--- src/rtl/fpu_issue_arbiter.sv ---
// rtl/fpu_issue_arbiter.sv - round-robin issue arbiter sharing one FPU among NUM_REQ clients
// Optional feature macro: FPU_ARB_STICKY_FLAGS_EN (accrued sticky flag register on acc_flags).
module fpu_issue_arbiter #(
  parameter int NUM_REQ = 4,
  parameter int LATENCY = 2,
  localparam int IDW = $clog2(NUM_REQ)
) (
  input  logic                  clk,
  input  logic                  rst_n,
  input  logic [NUM_REQ-1:0]    req_valid,
  output logic [NUM_REQ-1:0]    req_ready,
  input  logic [NUM_REQ*7-1:0]  req_opcode,
  input  logic [NUM_REQ*3-1:0]  req_rm,
  input  logic [NUM_REQ*64-1:0] req_a,
  input  logic [NUM_REQ*64-1:0] req_b,
  output logic                  rsp_valid,
  input  logic                  rsp_ready,
  output logic [IDW-1:0]        rsp_id,
  output logic [63:0]           rsp_result,
  output logic [3:0]            rsp_flags,
  output logic [3:0]            rsp_cmp,
  output logic [6:0]            fpu_opcode,
  output logic [2:0]            fpu_rounding_mode,
  output logic [63:0]           fpu_operand_a,
  output logic [63:0]           fpu_operand_b,
  input  logic [63:0]           fpu_result,
  input  logic [3:0]            fpu_flags,
  input  logic [3:0]            fpu_cmp,
  input  logic                  flags_clr,
  output logic [3:0]            acc_flags
);

  localparam int CW = (LATENCY > 1) ? $clog2(LATENCY) : 1;

  localparam logic [1:0] S_IDLE = 2'd0;
  localparam logic [1:0] S_BUSY = 2'd1;
  localparam logic [1:0] S_RESP = 2'd2;

  logic [1:0]     state;
  logic [IDW-1:0] last_grant;
  logic [IDW-1:0] id;
  logic [CW-1:0]  cnt;
  logic [6:0]     op_opcode;
  logic [2:0]     op_rm;
  logic [63:0]    op_a;
  logic [63:0]    op_b;
  logic [63:0]    res_result;
  logic [3:0]     res_flags;
  logic [3:0]     res_cmp;

  logic           found;
  logic [IDW-1:0] grant;
  logic [IDW-1:0] idx;
  logic           capture;

  // Search upward from the requester after the last winner, wrapping around.
  always_comb begin
    found = 1'b0;
    grant = '0;
    idx   = '0;
    for (int k = 1; k <= NUM_REQ; k++) begin
      idx = IDW'((int'(last_grant) + k) % NUM_REQ);
      if (!found && req_valid[idx]) begin
        found = 1'b1;
        grant = idx;
      end
    end
  end

  assign req_ready = (state == S_IDLE && found) ? (NUM_REQ'(1) << grant) : '0;
  assign capture   = (state == S_BUSY) && (cnt == '0);

  always_ff @(posedge clk or negedge rst_n) begin
    if (!rst_n) begin
      state      <= S_IDLE;
      last_grant <= IDW'(NUM_REQ - 1);
      id         <= '0;
      cnt        <= '0;
      op_opcode  <= '0;
      op_rm      <= '0;
      op_a       <= '0;
      op_b       <= '0;
      res_result <= '0;
      res_flags  <= '0;
      res_cmp    <= '0;
    end else begin
      case (state)
        S_IDLE: begin
          if (found) begin
            op_opcode  <= req_opcode[7*grant +: 7];
            op_rm      <= req_rm[3*grant +: 3];
            op_a       <= req_a[64*grant +: 64];
            op_b       <= req_b[64*grant +: 64];
            id         <= grant;
            last_grant <= grant;
            cnt        <= CW'(LATENCY - 1);
            state      <= S_BUSY;
          end
        end
        S_BUSY: begin
          if (cnt == '0) begin
            res_result <= fpu_result;
            res_flags  <= fpu_flags;
            res_cmp    <= fpu_cmp;
            state      <= S_RESP;
          end else begin
            cnt <= cnt - 1'b1;
          end
        end
        S_RESP: begin
          if (rsp_ready) state <= S_IDLE;
        end
        default: state <= S_IDLE;
      endcase
    end
  end

  assign fpu_opcode        = op_opcode;
  assign fpu_rounding_mode = op_rm;
  assign fpu_operand_a     = op_a;
  assign fpu_operand_b     = op_b;

  assign rsp_valid  = (state == S_RESP);
  assign rsp_id     = id;
  assign rsp_result = res_result;
  assign rsp_flags  = res_flags;
  assign rsp_cmp    = res_cmp;

`ifdef FPU_ARB_STICKY_FLAGS_EN
  logic [3:0] acc_q;

  // A clear coinciding with a capture keeps only the newly captured flags.
  always_ff @(posedge clk or negedge rst_n) begin
    if (!rst_n) begin
      acc_q <= '0;
    end else if (capture) begin
      acc_q <= (flags_clr ? 4'b0 : acc_q) | fpu_flags;
    end else if (flags_clr) begin
      acc_q <= '0;
    end
  end

  assign acc_flags = acc_q;
`else
  logic unused_flags_clr;
  logic unused_capture;
  assign unused_flags_clr = flags_clr;
  assign unused_capture   = capture;
  assign acc_flags        = 4'b0;
`endif

endmodule

--- config.mk ---
export PLATFORM = sky130hd
export DESIGN_NAME = fpu_issue_arbiter
export DESIGN_NICKNAME = d
export VERILOG_FILES = /design/src/rtl/fpu_issue_arbiter.sv
export SDC_FILE = /design/constraint.sdc
export NUM_CORES = 1
export LEC_CHECK = 0
export ABC_CLOCK_PERIOD_IN_PS = 3900
export BUFFER_PORTS_ARGS = -buffer_cell sky130_fd_sc_hd__buf_4
export CAP_MARGIN = 20
export CORE_AREA = 2 2 332 334
export DETAILED_ROUTE_END_ITERATION = 10
export DIE_AREA = 0 0 334 336
export PLACE_DENSITY_LB_ADDON = 0.08
export SKIP_CTS_REPAIR_TIMING = 1
export SYNTH_ARGS = -nofsm -noshare
export SYNTH_HDL_FRONTEND = slang
export SYNTH_SLANG_ARGS = --single-unit
--- constraint.sdc ---
create_clock -name clk -period 3.9 [get_ports clk]
set_input_delay 0.585 -clock clk [delete_from_list [all_inputs] [get_ports clk]]
set_output_delay 0.585 -clock clk [all_outputs]
set_load 0.03 [all_outputs]
# [Word level (Yosys, flattened, before mapping)]
# Cells that the tools add are included.
[classes] n_shift=5 add_sub_neg=5 n_lt_le_gt_ge=4 multipliers=2 mux=24 eq_ne=5 bitwise_logic=1 reduce_logical=13
[ops] cell="$shiftx 256x9->64" n=2
[ops] cell="$shiftx 28x6->7" n=1
[ops] cell="$mux 2" n=7
[ops] cell="$lt 2x3->1 const B" n=4
[ops] cell="$shiftx 12x5->3" n=1
[ops] cell="$mux 1" n=10
[ops] cell="$bmux 1 s2" n=4
[ops] cell="$pmux 2 s3" n=1
[ops] cell="$reduce_and 2->1" n=3
[ops] cell="$mul 3x2->5 const A" n=1
[ops] cell="$add 2x1->2 const B" n=2
[ops] cell="$add 2x2->2 const B" n=2
[ops] cell="$logic_and 1x1->1" n=4
[ops] cell="$mul 2x2->4 const A" n=1
[ops] cell="$mux 4" n=1
[ops] cell="$ne 2x2->1 const B" n=2
[ops] cell="$shl 1x2->4 const A" n=1
[ops] cell="$logic_not 1->1" n=3
[ops] cell="$reduce_and 3->1" n=1
[ops] cell="$eq 2x1->1 const B" n=1
[ops] cell="$eq 2x2->1 const B" n=1
[ops] cell="$logic_not 2->1" n=1
[ops] cell="$ne 2x1->1 const B" n=1
[ops] cell="$pmux 1 s2" n=1
[ops] cell="3 further kinds" n=3
[word_totals] regBits=217 out_inout_bits=221

# [Depth between registers and ports, before layout]
[logic_depth] depth_word=15 depth_mapped=9 depth_no_buf=5

# [Worst setup path after synthesis]
# Ideal clock, no wire load.
[synth_timing] kind="input -> output" from="input req_valid[1]" to="output req_ready[0]" t_arrival_ps=2087 cell_stages=6 path_slack_ps=1228 path_cell_list="nor2b_2 -> o21bai_1 -> clkbuf_1 -> clkbuf_1 -> nand2_1 -> nor2_1"
[synth_via] elab_chain_cells=14
[synth_rtl] item="start, declared" line_no="10" rtl="input logic [NUM_REQ-1:0] req_valid,"
[synth_rtl] item="$bmux 1 s2" line_no="63" rtl="if (!found && req_valid[idx]) begin"
[synth_rtl] item="$mux 1 (implied by the code)" line_no="63"
[synth_rtl] item="$mux 1" line_no="63"
[synth_rtl] item="$logic_not 1->1" line_no="63"
[synth_rtl] item="$logic_and 1x1->1" line_no="63"
[synth_rtl] item="$mux 1" line_no="63"
[synth_rtl] item="$logic_not 1->1" line_no="63"
[synth_rtl] item="$logic_and 1x1->1" line_no="63"
[synth_rtl] item="$mux 1" line_no="63"
[synth_rtl] item="$logic_not 1->1" line_no="63"
[synth_rtl] item="$logic_and 1x1->1" line_no="63"
[synth_rtl] item="$mux 2 or $mux 1 (tied branches)" line_no="63"
[synth_rtl] item="$shl 1x2->4 or $logic_and 1x1->1 (tied branches)" line_no="70" rtl="assign req_ready = (state == S_IDLE && found) ? (NUM_REQ'(1) << grant) : '0;"
[synth_rtl] item="$mux 4 (*)" line_no="70"
[synth_rtl] item="end, declared" line_no="11" rtl="output logic [NUM_REQ-1:0] req_ready,"
# Every way passes the cells marked *; elsewhere a longest branch is shown, timed or not. The select of a mux whose other input is x is not followed.

# [Worst setup path after layout]
[layout_timing] from="register last_grant[1]" to="output req_ready[3]"
[layout_via] elab_chain_cells=15
[layout_rtl] item="start, declared" line_no="40" rtl="logic [IDW-1:0] last_grant;"
[layout_rtl] item="start signal, assigned" line_no="76" rtl="last_grant <= IDW'(NUM_REQ - 1);"
[layout_rtl] item="start signal, assigned" line_no="95" rtl="last_grant <= grant;"
[layout_rtl] item="$add 2x1->2" line_no="62" rtl="idx = IDW'((int'(last_grant) + k) % NUM_REQ);"
[layout_rtl] item="$bmux 1 s2" line_no="63"
[layout_rtl] item="$mux 1 (implied by the code)" line_no="63"
[layout_rtl] item="$mux 1" line_no="63"
[layout_rtl] item="$logic_not 1->1" line_no="63"
[layout_rtl] item="$logic_and 1x1->1" line_no="63"
[layout_rtl] item="$mux 1" line_no="63"
[layout_rtl] item="$logic_not 1->1" line_no="63"
[layout_rtl] item="$logic_and 1x1->1" line_no="63"
[layout_rtl] item="$mux 1" line_no="63"
[layout_rtl] item="$logic_not 1->1" line_no="63"
[layout_rtl] item="$logic_and 1x1->1" line_no="63"
[layout_rtl] item="$mux 2 or $mux 1 (tied branches)" line_no="63"
[layout_rtl] item="$shl 1x2->4 or $logic_and 1x1->1 (tied branches)" line_no="70"
[layout_rtl] item="$mux 4 (*)" line_no="70"
# Marked as above.

==> summary.txt <==
Status
  • Status: finished, final reports clean

Floorplan
  • Die ar.: 112200 um^2
  • CORE AREA: 108400 um^2
  • I/O pin count: 853
  • Rows: 121
  • Die H: 336 um
  • Starting density of the core: 12.03%
  • Width of the die: 334 um

STA
  • RSZ-0062 raised after global routing: no
  • Clk_skew: 0.02385 ns
  • Period utilization: 83.32%
  • Hold Fails Final Rpt: 0
  • Max-slew violation count: 0
  • Slew headroom: 31.69%
  • Fin Setup TNS: 0 ns
  • Final setup fails: 0
  • Fmax: 307.7 MHz
  • Final min period: 3.249 ns
  • Worst Tran Pin Value: 1.025 ns

GRT
  • Initial antenna violation count: 12
  • Largest net degree at the start of global routing: 139
  • Met1 usage: 14.77%
  • Gr usage total: 13.85%
  • GRT met2 Usage: 25.46%
  • M3 GR Usage: 5.179%
  • GRT Residual Overflow: 0
  • First-pass GRT wire length: 112700 um
  • Via count of the first global-routing pass: 14870
  • Most Crowded Layer GR: met2

Pwr
  • Worst IR Drop VDD: 0.3797 mV
  • P per Cell Area: 810.5 nW/um^2
  • Pleak: 10.46 nW
  • Overall Power: 17.92 mW

Logic synthesis
  • Post-synth EDFFs: 0
  • Mapped Cells: 1292
  • Register bit total from synthesis: 217
  • Netlist cell types: 33
  • Most common library cells after synthesis: 215 x dfrtp_1, 145 x nand2_1, 140 x mux2i_1, 139 x a21o_1
  • Syn Area/Cell: 10.09 um^2
  • Mapped Area: 13040 um^2
  • Synth area leaders: dfrtp_1 41%, mux2i_1 11%, o211ai_2 9.2%, a21o_1 8.0%, mux2_2 6.2%
  • Register area share after synthesis: 41.66%
  • Synth Warn #: 0
  • Area share of the largest cell type after synthesis: 41.25%
  • Count leader, synth: dfrtp_1
  • Async S/R FF share, synth: 100.0%
  • Main synth FF type: dfrtp_1
  • Cell taking the most area after synthesis: dfrtp_1

Critical path
  • Slowest-stage cell, CP: dfstp_2
  • Worst EP required: 3.31 ns
  • R2R depth: 6
  • Critical R2R Launch: last_grant[1]$_DFFE_PN1P_
  • Slowest stage delay, CP: 0.65 ns
  • Reg2reg end: fpu_operand_a[50]$_DFFE_PN0P_
  • CP cell instances: mux2i_1 -> o2bb2ai_4 -> nor2_4 -> nor2_1 -> buf_4
  • Crit path max-delay family: flip-flops
  • CP Launch Type: register
  • R2r setup slk: 0.92 ns
  • Arrival time at the worst endpoint: 2.66 ns
  • CP Max Fanout: 12
  • Kind of critical path: register to primary output
  • CP endpoint kind: primary output
  • Crit path buf inv count: 1

Clock tree
  • TritonCTS buffer count: 36
  • CTS tree: built
  • Clk root buf: clkbuf_16
  • Htree depth: 2
  • Clk pin slew, worst setup/hold paths: 0.05 ns
  • Clock Tree Buf Depth: 3
  • CTS sink count: 217
  • Clk_lat worst skew: 0.56 ns

Final layout
  • Area Overhead vs Synth: 69.57%
  • Share of cells above drive strength 1: 52.98%
  • Fin nets: 2705
  • Final Util: 20.40%

Route
  • WL final: 80960 um
  • Initial DRT Pass Iterations: 4
  • Antenna viol nets, final: 0
  • WL/cell: 23.03 um
  • Initial drt markers: 473
  • # DRC: 0
  • DR vias/cell: 3.854
  • Vias: 13550

Placement
  • Port bufs: 847
  • HPWL after DPL: 58290 um
  • Placer Congestion: 0.7679

Flow run
  • Max cap viols: 0

Hold path
  • Hold Path Class: input port to asynchronous set/reset pin
-- worst reg2reg max path: cells and delay by family (launching register included) --
kind | cells | cell delay, ns
mux | 2 | 1.08
simple gates | 1 | 0.49
buf+inv | 1 | 0.35
compound gates | 2 | 0.26
flops | 1 | 0.65
-- area by class of cell --
type | instances | area, um^2
Fill cell | 12010 | 86290
Multi-Input combinational cell | 942 | 6974
Timing Repair Buffer | 874 | 6782
Sequential cell | 217 | 5433
Tap cell | 1414 | 1769
Clock buffer | 48 | 1006
Clock inverter | 12 | 125.1
Antenna cell | 7 | 17.52
Inverter | 2 | 7.507
-- per-stage QoR --
step / instance area (um^2) / hold WS, ns / setup slack (ns) / std cells
3_5_place_dp: 20970 / 0.4650 / 0.8098 / 3449
5_1_grt: 22110 / 0.07338 / 0.4437 / 3515
3_3_place_gp: 20970 / 0.4625 / 0.8669 / 3449
2_1_floorplan: 13050 / 0.2894 / 1.228 / 1295
6_report: 22110 / 0.05023 / 0.6505 / 3516
4_1_cts: 22100 / 0.03247 / 0.4782 / 3509
-- placed cells by master, fill, tap and decap left out, types with 2 or more instances in the layout --
cell       count
clkbuf_1       6
dfrtp_1      215
nand2_1      143
a21oi_1        5
clkinv_2       8
mux2i_1      140
clkbuf_8       6
dfstp_2        2
bufinv_16      2
buf_12        17
conb_1         4
nor2_1         9
mux2_2        72
o21ai_0      138
buf_4        856
nand3_1      138
a21o_1       139
o211ai_1      42
diode_2        7
o211ai_2      96
inv_1          2
clkbuf_16     36
nand2_4        2
-- worst max path at each step --
stage | startpoint | endpoint | slack, ns | cells after the start
after global placement | req_valid[3] | fpu_operand_a[50]$_DFFE_PN0P_ | 0.87 | 7
after floorplan | req_valid[1] | req_ready[0] | 1.23 | 6
after CTS | last_grant[1]$_DFFE_PN1P_ | req_ready[3] | 0.48 | 5
after global routing | last_grant[1]$_DFFE_PN1P_ | req_ready[3] | 0.44 | 5
after detailed placement | last_grant[1]$_DFFE_PN1P_ | fpu_operand_a[50]$_DFFE_PN0P_ | 0.81 | 6
final | last_grant[1]$_DFFE_PN1P_ | req_ready[3] | 0.65 | 5
-- state kept, by name (all words and copies together) (netlist names), 2 cells and up --
register	count
rsp_cmp	4
fpu_operand_a	64
fpu_operand_b	64
fpu_rounding_mode	3
last_grant	2
rsp_result	64
state	2
fpu_opcode	7
rsp_id	2
rsp_flags	4
-- logic make-up (layout without fill, tap and decap cells) --
family                 Yosys count  after routing  synth area share, %
AOI/OAI and AO/OA              426            426                25.62
buffers and inverters          136            936                5.478
DFF                            217            217                41.66
muxes                          212            212                16.96
other                            1             11              0.02875
and+or+nand+nor                300            300                10.26
-- routing by layer --
metal	routed length, um	part of all wire [%]
met4	1634	2.0
met3	7096	8.8
met5	66	0.082
met2	42220	52
met1	29940	37
-- report_power, final --
part / switching (mW) / internal [mW] / total, mW
Combinational: 6.53 / 4.08 / 10.6
Sequential: 0.673 / 3.42 / 4.09
Clock: 1.29 / 1.93 / 3.22
Total: 8.49 / 9.43 / 17.9
(Power assumes the default switching activity.)
